File: config.mk
export PLATFORM = sky130hd
export DESIGN_NAME = toggle_descrambler_rx
export DESIGN_NICKNAME = d
export VERILOG_FILES = /design/src/rtl/link_pkg.sv /design/src/rtl/toggle_sync_hunter.sv /design/src/rtl/toggle_descrambler_rx.sv
export SDC_FILE = /design/constraint.sdc
export NUM_CORES = 1
export LEC_CHECK = 0
export CAP_MARGIN = 5
export CORE_MARGIN = 1
export CORE_UTILIZATION = 45
export DETAILED_ROUTE_END_ITERATION = 8
export DONT_BUFFER_PORTS = 1
export REMOVE_ABC_BUFFERS = 1
export SKIP_LAST_GASP = 1
export SYNTH_ARGS = -nofsm -noshare
export SYNTH_HDL_FRONTEND = slang
export SYNTH_SLANG_ARGS = --single-unit
File: constraint.sdc
create_clock -name clk -period 1.8 [get_ports clk]
set_input_delay 0.36 -clock clk [delete_from_list [all_inputs] [get_ports clk]]
set_output_delay 0.36 -clock clk [all_outputs]
set_load 0.02 [all_outputs]
File: src/rtl/link_pkg.sv
// Shared definitions for the toggle-scrambled serial link receiver.
package link_pkg;

  localparam int BYTE_W = 8;

  // Default frame delimiter; its complement marks the opposite transmit phase.
  localparam logic [BYTE_W-1:0] SYNC_WORD_DEF = 8'hB4;

  typedef enum logic {
    HUNT    = 1'b0,
    PAYLOAD = 1'b1
  } rx_state_e;

endpackage

File: src/rtl/toggle_sync_hunter.sv
// Local phase generator and sync-word window for the toggle-scrambled link.
// The raw bit is the line with the local phase removed; whether the local
// phase agrees with the transmitter is decided later from which form of the
// sync word (true or complemented) shows up in the window.
module toggle_sync_hunter
  import link_pkg::*;
#(
  parameter logic [BYTE_W-1:0] SYNC_WORD = SYNC_WORD_DEF
) (
  input  logic clk_i,
  input  logic rst_i,
  input  logic line_i,
  output logic raw_o,
  output logic match_o,
  output logic match_inv_o
);

  logic              ph_q, ph_d;
  logic [BYTE_W-1:0] sr_q, sr_d;
  logic [BYTE_W-1:0] win;

  // Strip local phase, form the 8-bit window and compare both sync polarities
  always_comb begin
    raw_o       = line_i ^ ph_q;
    win         = {sr_q[BYTE_W-2:0], raw_o};
    ph_d        = ~ph_q;
    sr_d        = win;
    match_o     = (win == SYNC_WORD);
    match_inv_o = (win == ~SYNC_WORD);
  end

  // Phase toggles and the shift register shifts every cycle, in every state
  always_ff @(posedge clk_i) begin
    if (rst_i) begin
      ph_q <= 1'b0;
      sr_q <= '0;
    end else begin
      ph_q <= ph_d;
      sr_q <= sr_d;
    end
  end

endmodule

File: src/rtl/toggle_descrambler_rx.sv
// Receive end of the toggle-scrambled serial link: locks onto the sync word
// (either transmit phase), descrambles the payload and emits one byte per
// 8 bits with a one-cycle valid pulse and an end-of-frame pulse.
module toggle_descrambler_rx
  import link_pkg::*;
#(
  parameter logic [BYTE_W-1:0] SYNC_WORD     = SYNC_WORD_DEF,
  parameter int unsigned       PAYLOAD_BYTES = 4
) (
  input  logic              clk,
  input  logic              rst,
  input  logic              line_in,
  output logic [BYTE_W-1:0] data_out,
  output logic              data_valid,
  output logic              frame_done,
  output logic              locked
);

  localparam logic [7:0] LAST_BYTE = 8'(PAYLOAD_BYTES - 1);

  rx_state_e         state_q, state_d;
  logic              sel_q, sel_d;
  logic [2:0]        bit_q, bit_d;
  logic [7:0]        byte_q, byte_d;
  logic [BYTE_W-1:0] deser_q, deser_d;
  logic [BYTE_W-1:0] data_q, data_d;
  logic              valid_q, valid_d;
  logic              done_q, done_d;

  logic raw, match, match_inv;
  logic dbit, byte_end, frame_end;

  toggle_sync_hunter #(
    .SYNC_WORD (SYNC_WORD)
  ) u_hunter (
    .clk_i       (clk),
    .rst_i       (rst),
    .line_i      (line_in),
    .raw_o       (raw),
    .match_o     (match),
    .match_inv_o (match_inv)
  );

  // Descrambled payload bit and byte/frame boundary qualifiers
  always_comb begin
    dbit      = raw ^ sel_q;
    byte_end  = (state_q == PAYLOAD) && (bit_q == 3'd7);
    frame_end = byte_end && (byte_q == LAST_BYTE);
  end

  // Next state: sync is honoured only while hunting; payload data never relocks
  always_comb begin
    state_d = state_q;
    case (state_q)
      HUNT:    if (match || match_inv) state_d = PAYLOAD;
      PAYLOAD: if (frame_end)          state_d = HUNT;
      default: state_d = HUNT;
    endcase
  end

  // Counters, deserialiser and registered byte/pulse outputs
  always_comb begin
    sel_d   = sel_q;
    bit_d   = bit_q;
    byte_d  = byte_q;
    deser_d = deser_q;
    data_d  = data_q;
    valid_d = 1'b0;
    done_d  = 1'b0;
    if (state_q == HUNT) begin
      if (match || match_inv) begin
        sel_d  = match_inv;
        bit_d  = 3'd0;
        byte_d = 8'd0;
      end
    end else begin
      deser_d = {deser_q[BYTE_W-2:0], dbit};
      bit_d   = bit_q + 3'd1;
      if (byte_end) begin
        data_d  = deser_d;
        valid_d = 1'b1;
        byte_d  = byte_q + 8'd1;
        done_d  = frame_end;
      end
    end
  end

  // Output drive; locked reflects the payload-collection state directly
  always_comb begin
    data_out   = data_q;
    data_valid = valid_q;
    frame_done = done_q;
    locked     = (state_q == PAYLOAD);
  end

  // State and datapath registers; reset discards any partial byte
  always_ff @(posedge clk) begin
    if (rst) begin
      state_q <= HUNT;
      sel_q   <= 1'b0;
      bit_q   <= 3'd0;
      byte_q  <= 8'd0;
      deser_q <= '0;
      data_q  <= '0;
      valid_q <= 1'b0;
      done_q  <= 1'b0;
    end else begin
      state_q <= state_d;
      sel_q   <= sel_d;
      bit_q   <= bit_d;
      byte_q  <= byte_d;
      deser_q <= deser_d;
      data_q  <= data_d;
      valid_q <= valid_d;
      done_q  <= done_d;
    end
  end

endmodule
==> qor.csv <==
stage,metric,value,unit
critical_path,path_depth,4,
final_layout,final_cell_mix,"38 x dfxtp_1, 23 x nand2_1, 13 x nor2_1",
logic_synthesis,ys.warnings.count,0,
grt,antenna_found_initial,0,
route,drc_errors,0,
grt,grt.busiest_layer,met2,
route,via_per_inst,5.57,
clock_tree,root_buffer,clkbuf_4,
final_layout,area_growth_syn_to_layout,6.88,%
clock_tree,clock-sinks,38,
floorplan,dieArea,3590,sq um
power,ir_drop,0.000475,V
critical_path,rrSetupSlack,0.24,ns
clock_tree,holdBufCountCts,0,
grt,grt_pass1_wl,4880,um
floorplan,core,3130,sq um
final_layout,final_common_cell,dfxtp_1,
timing,worst_slew_pin_slew,0.500,ns
route,finalWirelength,2780,um
grt,grt_max_degree,40,
final_layout,antenna_cells,0,
run_status,status,"finished, final reports clean",
route,vias,1159,
run,max_cap_viol_count,0,
timing,grt_setup_unrepaired,no,
critical_path,critPathLaunch,u_hunter.sr_q[3],
clock_tree,cts_setup_buffers,0,
logic_synthesis,yosys.cell_types.count,38,
logic_synthesis,syn_inst,162,
final_layout,drive_gt1_share,9.76,%
place,gp_congestion,0.827,
grt,grt_use_met3,4.55,%
clock_tree,clockBufferDepth,2,
final_layout,fin_cells,208,
floorplan,start_util,48.2,%
critical_path,cp-end-kind,flip-flop,
route,drt-initial-drc-count,52,
critical_path,slowest_stage,o31ai_4,
timing,final.setup_skew,0.00761,ns
critical_path,cp-start-kind,flip-flop,
critical_path,r2r-end,byte_q[0],
place,dp_cells,200,
route,final_antenna_net_count,0,
timing,fin_crit_sh,86.9,%
grt,grt_pass1_vias,1113,
power,leakage,0.000556,uW
floorplan,die_y,59.9,um
critical_path,path_class,reg2reg,
clock_tree,post_cts_resized,0,
logic_synthesis,yosys_register_bits,38,
place,post-dp-hpwl,1870,um
power,report.power.total,1330,uW
grt,met1_usage,22.9,%
critical_path,cp_num_buf_inv,0,
critical_path,ff2ff_path_depth,4,
floorplan,io_pins,14,
logic_synthesis,ys_seq_area_share,50.4,%
route,wl_per_cell,13.3,um
critical_path,critical_path.top_delay_family,compound AO/OA/AOI/OAI gates,
critical_path,critPathMaxFanout,10,
place,port_buffers,0,
critical_path,crit_path_end,byte_q[0],
critical_path,path_cells,nor4b_2 > nand4b_1 > o31ai_4 > o21ai_1,
timing,timing.fmax,640,MHz
clock_tree,htreeDepth,2,
clock_tree,clock_latency,0.34,ns
clock_tree,cts_tree,built,
critical_path,cp.required,2.02,ns
route,drt-pass1-iter-count,4,
power,power_per_cell_area,826,nW/um^2
timing,setup_viol,0,
floorplan,fp.dieW,59.9,um
grt,grtUsageTotal,18.5,%
critical_path,cp.arrival,1.78,ns
grt,overflow,0,
final_layout,layout.nets,169,
critical_path,r2r_start,u_hunter.sr_q[3],
clock_tree,path_clk_slew,0.11,ns
timing,min_period,1.56,ns
timing,finalMaxSlewViolations,0,
worst_hold_path,min_path_type,in2reg,
floorplan,rows,20,
timing,relSlewSlack,66.7,%
critical_path,cpPeakStageDelay,0.48,ns
logic_synthesis,syn_area_per_cell,9.31,sq um
timing,hold_viol,0,
logic_synthesis,synthesis.area,1510,sq um
clock_tree,numCtsBuffers,5,
grt,grt_use_met2,28.7,%
[registers in the layout, summed over array words and instances, names as in the netlist]
signal,cells
u_hunter.sr_q,7
byte_q,8
data_valid,1
sel_q,1
frame_done,1
bit_q,3
data_out,8
deser_q,7
locked,1
u_hunter.ph_q,1
[how the worst min path moves through the flow]
stage | startpoint | endpoint | slack (ns) | depth (start not counted)
CTS | rst | data_out[4] | 0.06 | 1
finish | rst | u_hunter.ph_q | 0.07 | 1
global route | rst | u_hunter.sr_q[2] | 0.04 | 1
global placement | rst | u_hunter.ph_q | 0.43 | 1
detailed placement | rst | u_hunter.ph_q | 0.43 | 1
floorplan | deser_q[6] | data_out[7] | 0.43 | 2
[per-stage QoR]
stage | util [%] | hold WS [ns] | setup WS, ns | setup TNS (ns) | cell area, sq um
5_1_grt | 51.6 | 0.0422 | 0.0324 | 0 | 1610
6_report | 51.6 | 0.0746 | 0.236 | 0 | 1610
4_1_cts | 51.6 | 0.0623 | 0.210 | 0 | 1610
2_1_floorplan | - | 0.425 | -0.114 | -0.114 | 1470
3_5_place_dp | 49.6 | 0.434 | 0.240 | 0 | 1550
3_3_place_gp | 49.6 | 0.431 | 0.294 | 0 | 1550
[worst reg2reg max path, cell delays in order, from the launching register on]
cell and delay (ns):
dfxtp_1 0.34, nor4b_2 0.27, nand4b_1 0.21, o31ai_4 0.48, o21ai_1 0.15
[kinds of logic after synthesis]
logic type,after synthesis,share of synthesized area [%]
muxes,7,4.64
xor gates and xnor gates,5,3.40
DFF,38,50.4
adders and majority gates,3,2.49
AOI/OAI and AO/OA,23,10.6
buffers and inverters,13,3.48
and+or+nand+nor,73,25.0
[where the power goes]
group | internal (uW) | total (uW) | switching [uW]
Combinational | 9.63 | 23.4 | 13.7
Sequential | 847 | 852 | 4.77
Clock | 189 | 457 | 267
Total | 1050 | 1330 | 286
[layout make-up]
cell class / instances / area, sq um
Clock buffer: 7 / 55.1
Clock inverter: 1 / 5.00
Fill cell: 297 / 1520
Inverter: 3 / 11.3
Multi-Input combinational cell: 111 / 696
Sequential cell: 38 / 761
Tap cell: 44 / 55.1
Timing Repair Buffer: 4 / 30.0
[synth_stat cells]
cell type | n | area [sq um]
dfxtp_1 | 38 | 761
nand2_1 | 23 | 86.3
nor2_1 | 13 | 48.8
nand3_1 | 9 | 45.0
a21oi_1 | 8 | 40.0
clkbuf_1 | 7 | 26.3
mux2i_1 | 7 | 70.1
nor2b_1 | 6 | 37.5
o21ai_1 | 5 | 25.0
nor3_1 | 4 | 20.0
ha_1 | 3 | 37.5
inv_1 | 3 | 11.3
nand4_1 | 3 | 18.8
a31oi_1 | 2 | 12.5
and4_1 | 2 | 17.5
buf_2 | 2 | 10.0
o22ai_1 | 2 | 12.5
or3_1 | 2 | 12.5
or4_1 | 2 | 15.0
xnor2_1 | 2 | 17.5
xor2_1 | 2 | 17.5
a2111oi_0 | 1 | 8.76
and2_1 | 1 | 6.26
and3_1 | 1 | 6.26
and4b_1 | 1 | 10.0
clkbuf_2 | 1 | 5.00
nand2_2 | 1 | 6.26
nand4b_1 | 1 | 8.76
nor3b_1 | 1 | 7.51
nor4_1 | 1 | 6.26
nor4b_1 | 1 | 8.76
nor4b_2 | 1 | 15.0
o2111ai_1 | 1 | 8.76
o211ai_1 | 1 | 7.51
o221ai_2 | 1 | 15.0
o31ai_4 | 1 | 21.3
o41ai_1 | 1 | 8.76
xnor2_2 | 1 | 16.3
[metal layers]
metal / vias up / part of all wire [%]
li1: 573 / -
met1: 562 / 47
met2: 15 / 48
met3: 9 / 2.4
met4: 0 / 2.5
met5: - / 0
Power figures use the tool's default switching activity.
